[config.mk]
export PLATFORM = sky130hd
export DESIGN_NAME = seq_signed_divider
export DESIGN_NICKNAME = d
export VERILOG_FILES = /design/src/rtl/seq_signed_divider.sv
export SDC_FILE = /design/constraint.sdc
export NUM_CORES = 1
export LEC_CHECK = 0
export CAP_MARGIN = 0
export CELL_PAD_IN_SITES_DETAIL_PLACEMENT = 0
export CELL_PAD_IN_SITES_GLOBAL_PLACEMENT = 1
export CORE_ASPECT_RATIO = 1.25
export CORE_UTILIZATION = 44
export DETAILED_ROUTE_END_ITERATION = 10
export PLACE_DENSITY_LB_ADDON = 0.2
export SYNTH_ARGS = -nofsm -noshare
export SYNTH_HDL_FRONTEND = slang
export SYNTH_SLANG_ARGS = --single-unit
[constraint.sdc]
create_clock -name clk -period 3.9 [get_ports clk]
set_input_delay 0.78 -clock clk [delete_from_list [all_inputs] [get_ports clk]]
set_output_delay 0.78 -clock clk [all_outputs]
set_load 0.05 [all_outputs]
[src/rtl/seq_signed_divider.sv]
// Iterative signed divider: restoring division on operand magnitudes, one quotient
// bit per clock, with the quotient and remainder signs fixed up in a final cycle.
module seq_signed_divider #(
  parameter int DW = 16,
  parameter int VW = 8
) (
  input  logic          clk,
  input  logic          rst,
  input  logic          start,
  input  logic [DW-1:0] x,
  input  logic [VW-1:0] y,
  output logic          busy,
  output logic          done,
  output logic [DW-1:0] q,
  output logic [VW-1:0] r,
  output logic          dbz,
  output logic          ovf
);
  // state | meaning
  // IDLE  | waiting for start; result outputs hold the last result
  // CALC  | one restoring-division step per clock, DW steps in total
  // SIGN  | apply operand signs to the magnitudes, pulse done
  typedef enum logic [1:0] {IDLE, CALC, SIGN} state_t;

  localparam int CW = $clog2(DW);

  state_t        state_q, state_d;
  logic          busy_q, busy_d;
  logic          done_q, done_d;
  logic [DW-1:0] q_q, q_d;
  logic [VW-1:0] r_q, r_d;
  logic          dbz_q, dbz_d;
  logic          ovf_q, ovf_d;
  logic          sx_q, sx_d;
  logic          sy_q, sy_d;
  logic          ovf_pend_q, ovf_pend_d;
  logic [DW-1:0] dvd_q, dvd_d;
  logic [VW-1:0] dvs_q, dvs_d;
  logic [VW-1:0] rem_q, rem_d;
  logic [CW-1:0] cnt_q, cnt_d;

  // Partial remainder after the left shift; one bit wider than rem so that
  // 2*rem+1 never overflows before the trial subtraction.
  logic [VW:0]   shifted;
  logic          trial_ge;

  always_comb begin
    shifted  = {rem_q, dvd_q[DW-1]};
    trial_ge = (shifted >= {1'b0, dvs_q});

    state_d    = state_q;
    busy_d     = busy_q;
    done_d     = 1'b0;
    q_d        = q_q;
    r_d        = r_q;
    dbz_d      = dbz_q;
    ovf_d      = ovf_q;
    sx_d       = sx_q;
    sy_d       = sy_q;
    ovf_pend_d = ovf_pend_q;
    dvd_d      = dvd_q;
    dvs_d      = dvs_q;
    rem_d      = rem_q;
    cnt_d      = cnt_q;

    case (state_q)
      IDLE: begin
        if (start) begin
          sx_d = x[DW-1];
          sy_d = y[VW-1];
          if (y == '0) begin
            q_d    = '0;
            r_d    = '0;
            dbz_d  = 1'b1;
            ovf_d  = 1'b0;
            done_d = 1'b1;
          end else begin
            // Magnitude of the most-negative value is read as unsigned, so it fits.
            dvd_d      = x[DW-1] ? -x : x;
            dvs_d      = y[VW-1] ? -y : y;
            rem_d      = '0;
            cnt_d      = '0;
            ovf_pend_d = (x == {1'b1, {(DW-1){1'b0}}}) && (y == '1);
            busy_d     = 1'b1;
            state_d    = CALC;
          end
        end
      end

      CALC: begin
        if (trial_ge) begin
          rem_d = VW'(shifted - {1'b0, dvs_q});
          dvd_d = {dvd_q[DW-2:0], 1'b1};
        end else begin
          rem_d = shifted[VW-1:0];
          dvd_d = {dvd_q[DW-2:0], 1'b0};
        end
        cnt_d = cnt_q + CW'(1);
        if (cnt_q == CW'(DW-1)) state_d = SIGN;
      end

      SIGN: begin
        q_d     = (sx_q ^ sy_q) ? -dvd_q : dvd_q;
        r_d     = sx_q ? -rem_q : rem_q;
        ovf_d   = ovf_pend_q;
        dbz_d   = 1'b0;
        done_d  = 1'b1;
        busy_d  = 1'b0;
        state_d = IDLE;
      end

      default: begin
        busy_d  = 1'b0;
        state_d = IDLE;
      end
    endcase
  end

  always_ff @(posedge clk) begin
    if (rst) begin
      state_q    <= IDLE;
      busy_q     <= 1'b0;
      done_q     <= 1'b0;
      q_q        <= '0;
      r_q        <= '0;
      dbz_q      <= 1'b0;
      ovf_q      <= 1'b0;
      sx_q       <= 1'b0;
      sy_q       <= 1'b0;
      ovf_pend_q <= 1'b0;
      dvd_q      <= '0;
      dvs_q      <= '0;
      rem_q      <= '0;
      cnt_q      <= '0;
    end else begin
      state_q    <= state_d;
      busy_q     <= busy_d;
      done_q     <= done_d;
      q_q        <= q_d;
      r_q        <= r_d;
      dbz_q      <= dbz_d;
      ovf_q      <= ovf_d;
      sx_q       <= sx_d;
      sy_q       <= sy_d;
      ovf_pend_q <= ovf_pend_d;
      dvd_q      <= dvd_d;
      dvs_q      <= dvs_d;
      rem_q      <= rem_d;
      cnt_q      <= cnt_d;
    end
  end

  assign busy = busy_q;
  assign done = done_q;
  assign q    = q_q;
  assign r    = r_q;
  assign dbz  = dbz_q;
  assign ovf  = ovf_q;

endmodule

* Word-level counts from Yosys, hierarchy flattened
Index checks and enable logic that the tools add are counted.
Storage, ports and cells: register bits 69, bits of input ports 27, output and inout port bits 28, logic and storage cells 81
Cells by class: $add $sub $neg 6, order comparisons 1, equality and inequality tests 9, multiplexer cells 37, bitwise logic cells 3, reductions and logical operators 11
Operator list (number):
- 16-bit two-way mux | 6
- 16-bit one-hot mux with 2 select lines | 2
- 8-bit two-way mux | 7
- 16-bit negator | 2
- 8-bit one-hot mux with 2 select lines | 2
- 16-bit == test, second input constant | 1
- 8-bit negator | 2
- 3-bit AND reduction | 5
- 9-bit by 8-bit >= comparator with 1-bit output | 1
- 1-bit two-way mux | 9
- 8-bit == test, second input constant | 1
- 8-bit logical NOT | 1
- 4-bit two-way mux | 2
- 2-bit inequality test, second input constant | 4
- 1-bit one-hot mux with 2 select lines | 4
- 4-bit one-hot mux with 2 select lines | 1
- 8-bit subtractor | 1
- 2-bit two-way mux | 3
- 4-bit by 1-bit adder with 4-bit output, second input constant | 1
- 4-bit == test, second input constant | 1
- 2-bit one-hot mux with 2 select lines | 1
- 2-bit nonzero test | 2
- 2-bit by 1-bit == test with 1-bit output, second input constant | 1
- 2-bit == test, second input constant | 1
- other kinds (5) | 6

* Logic depth before layout (Yosys ltp)
word-level depth 5, mapped depth 10, depth with buffers taken out 10

* Worst setup path after synthesis
OpenSTA, ideal clock, no wires.
kind in2reg, start input port y[7], end register q_q[10] (netlist: q[10]), library setup time 117 ps, arrival 2230 ps, data required time 3783 ps, setup slack 1554 ps, stages on the path 7, buffers on the path 1, cell sequence or4_4 -> nor3_4 -> a21o_1 -> nand2_2 -> nor2b_1 -> buf_6 -> a22o_1
Between the ends: longest elaborated chain between the ends 3
RTL lines:
- from (decl) | line 11 | input logic [VW-1:0] y,
- 8-bit logical NOT | line 71 | if (y == '0) begin
- 2-bit inequality test (no source line)
- 3-bit AND reduction (no source line)
- to (signal assigned) | line 139 | q_q <= q_d;
- to (decl) | line 30 | logic [DW-1:0] q_q, q_d;
Every way passes these cells. A chain may end at the register's enable or synchronous reset.

* Worst setup path after layout
start input port y[7], end register q_q[11] (netlist: q[11])
The elaborated chain is that of the path after synthesis.

==> flow_metrics.tcl <==
set metrics [dict create \
    cp-start-kind "primary input" \
    p_sw_uw 593 \
    total_power_uw 1930 \
    tns_ps 0 \
    critical_path.endpoint "q[11]" \
    ys_warn_count 0 \
    core_area_um2 8240 \
    p_leak_uw 0.00176 \
    min_period_ps 2980 \
    holdBufCountCts 0 \
    drive_gt1_frac 0.0536 \
    clkPwrFrac 0.332 \
    drv_cap 0 \
    hold_class "flop to flop" \
    initial_utilization 0.456 \
    worst_r2r_endpoint "rem_q[5]" \
    wl_per_cell_um 15.0 \
    routed_wl_um 9000 \
    synth.distinct_cells 47 \
    yosysSeqAreaShare 0.367 \
    fill_cells 782 \
    mostFrequentLayoutCell "dfxtp_1" \
    synthCells 449 \
    gr-total-overflow 0 \
    cp_max_fo 16 \
    cp.arrival_ps 3220 \
    dr_total_vias 3360 \
    layout_common_cells "dfxtp_1, nor2_1, clkdlybuf4s50_1, nand2_1, xnor2_1" \
    p_comb_frac 0.258 \
    power_density_nw_per_um2 420 \
    cts_root_buf "clkbuf_8" \
    grt_max_degree 26 \
    dr.pass1.iters 8 \
    place.gp.congestion 0.872 \
    layout.nets 541 \
    numCtsBuffers 9 \
    synth_nets 491 \
    clk_latency_ps 340 \
    endpoint_kind "flop" \
    status "finished, violations left" \
    cts-htree-levels 3 \
    fin_crit_sh 0.763 \
    maxSlewHeadroom 0.422 \
    violations "design-rule violations" \
    diodes 0 \
    r2r_start "rem_q[0]" \
    ys_seq_elements 69 \
    first_global_vias 3054 \
    crit_required_ps 4140 \
    reg2reg_depth 8 \
    whs_ps 462 \
    crit_start "y[7]" \
    worst_slew_pin_slew_ps 865 \
    p_int_uw 1340 \
    die_area_um2 8920 \
    clk_pin_slew_ps 80 \
    rsz0062_at_grt "false" \
    stdcell_count 601 \
    vdd_ir_drop_max_v 0.000220 \
    critPathKind "primary input to flop" \
    post-dp-hpwl_um 6920 \
    drtAntennaViolNets 0 \
    grt_pass1_wl_um 15100 \
    pwr-share-seq 0.410 \
    area_growth_pct 22.0 \
    async_reset_ff_frac 0 \
    route.detailed.drc 6 \
    cts_sinks 69 \
    antenna_found_initial 0 \
    dp.cells 585 \
    port_buffers 54 \
    sw_frac_of_total 0.308 \
    ff2ff_setup_slack_ps 1660 \
    final_hold_viol_count 0 \
    ios 55 \
    cts_resized 0 \
    viasPerCell 5.59 \
    finalClockSkew_ps 12.4 \
    grtUsageTotal 0.212 \
    cts_buffer_depth 2 \
    synth.avg_cell_area_um2 8.38 \
    setup_viol 0 \
    die_w_um 84.7 \
    rows 37 \
    finish.utilization 0.557 \
    drt_iter0_drc 202 \
    cts_setup_buffers 0 \
    synth_ff_type "dfxtp_1" \
    finalMaxSlewViolations 0 \
    die_y_um 105 \
    fmax_ghz 0.336 \
    synth-edff-count 0 \
    syn_area_um2 3760 \
    tritoncts "done" \
]
==> how the worst min path moves through the flow <==
| stage | start | cells past startpoint | to |
|---|---|---|---|
| after floorplan | dvs_q[7] | 2 | dvs_q[7] |
| after global placement | dvs_q[7] | 2 | dvs_q[7] |
| after detailed placement | dvs_q[7] | 2 | dvs_q[7] |
| after CTS | dvs_q[7] | 2 | dvs_q[7] |
| after global routing | ovf_pend_q | 2 | ovf_pend_q |
| final | dvs_q[7] | 2 | dvs_q[7] |
==> synthesized netlist by cell type, drive strengths merged (6+ instances only) <==
master  number  area share
a22oi       18       0.036
nand3        7      0.0093
xor2        14       0.033
ha          14       0.047
mux2i       10       0.027
nor3        12       0.019
a21oi       21       0.028
nor2        56       0.056
o31ai        9       0.018
xnor2       31       0.072
inv         18       0.018
a22o        12       0.028
a222oi       6       0.016
nand2       43       0.044
nand2b      11       0.018
o21ai       22       0.029
dfxtp       69        0.37
clkbuf      14       0.014
buf          7       0.011
a211oi       9       0.018
==> area by class of cell <==
cell class	count	area, um2	share of cell area
Clock buffer	10	128	0.0278
Tap cell	97	121	0.0265
Inverter	18	67.6	0.0147
Sequential cell	69	1380	0.301
Clock inverter	6	87.6	0.0191
Timing Repair Buffer	60	586	0.128
Multi-Input combinational cell	341	2220	0.483
==> flip-flops by register name, summed over array words and instances (netlist names) <==
signal,flops
dvs_q,8
cnt_q,4
busy,1
sx_q,1
q,16
dvd_q,16
rem_q,8
sy_q,1
r,8
state_q,2
done,1
ovf,1
ovf_pend_q,1
dbz,1
==> stage by stage <==
step                      setup WS [ps]  cell area (um2)
after CTS                           955             4590
final                               924             4590
after detailed placement            586             4370
after global placement              639             4370
after global routing                808             4590
after floorplan                    1550             3760
==> power groups by stage <==
stage | registers (uW) | clock network (uW) | logic, uW
4_1_cts | 790 | 650 | 498
2_1_floorplan | 792 | 0 | 378
3_5_place_dp | 807 | 0 | 497
5_1_grt | 798 | 671 | 556
6_report | 791 | 640 | 498
3_3_place_gp | 805 | 0 | 488
==> routing by layer <==
metal	wire, um	vias up	track usage
met5	0	-	0
met4	159	0	0.0811
li1	-	1710	-
met3	312	14	0.0266
met1	4430	1555	0.288
met2	4100	81	0.343
==> worst max-delay path, cell delays in order <==
cell and delay (ps):
clkdlybuf4s50_1 600, or4_4 620, nor3_4 230, a21o_1 170
nand2_2 190, nor2b_1 320, a22o_1 310
==> logic make-up after synthesis <==
family                   Yosys count  synth area share
multiplexers                      11            0.0296
buffers and inverters             39            0.0432
AO/OA/AOI/OAI                    116             0.211
XOR/XNOR                          45             0.105
AND/OR/NAND/NOR                  154             0.192
flip-flops                        69             0.367
adder cells (fa/ha/maj)           15            0.0519
Note: power is estimated with default switching activity, not from simulation.
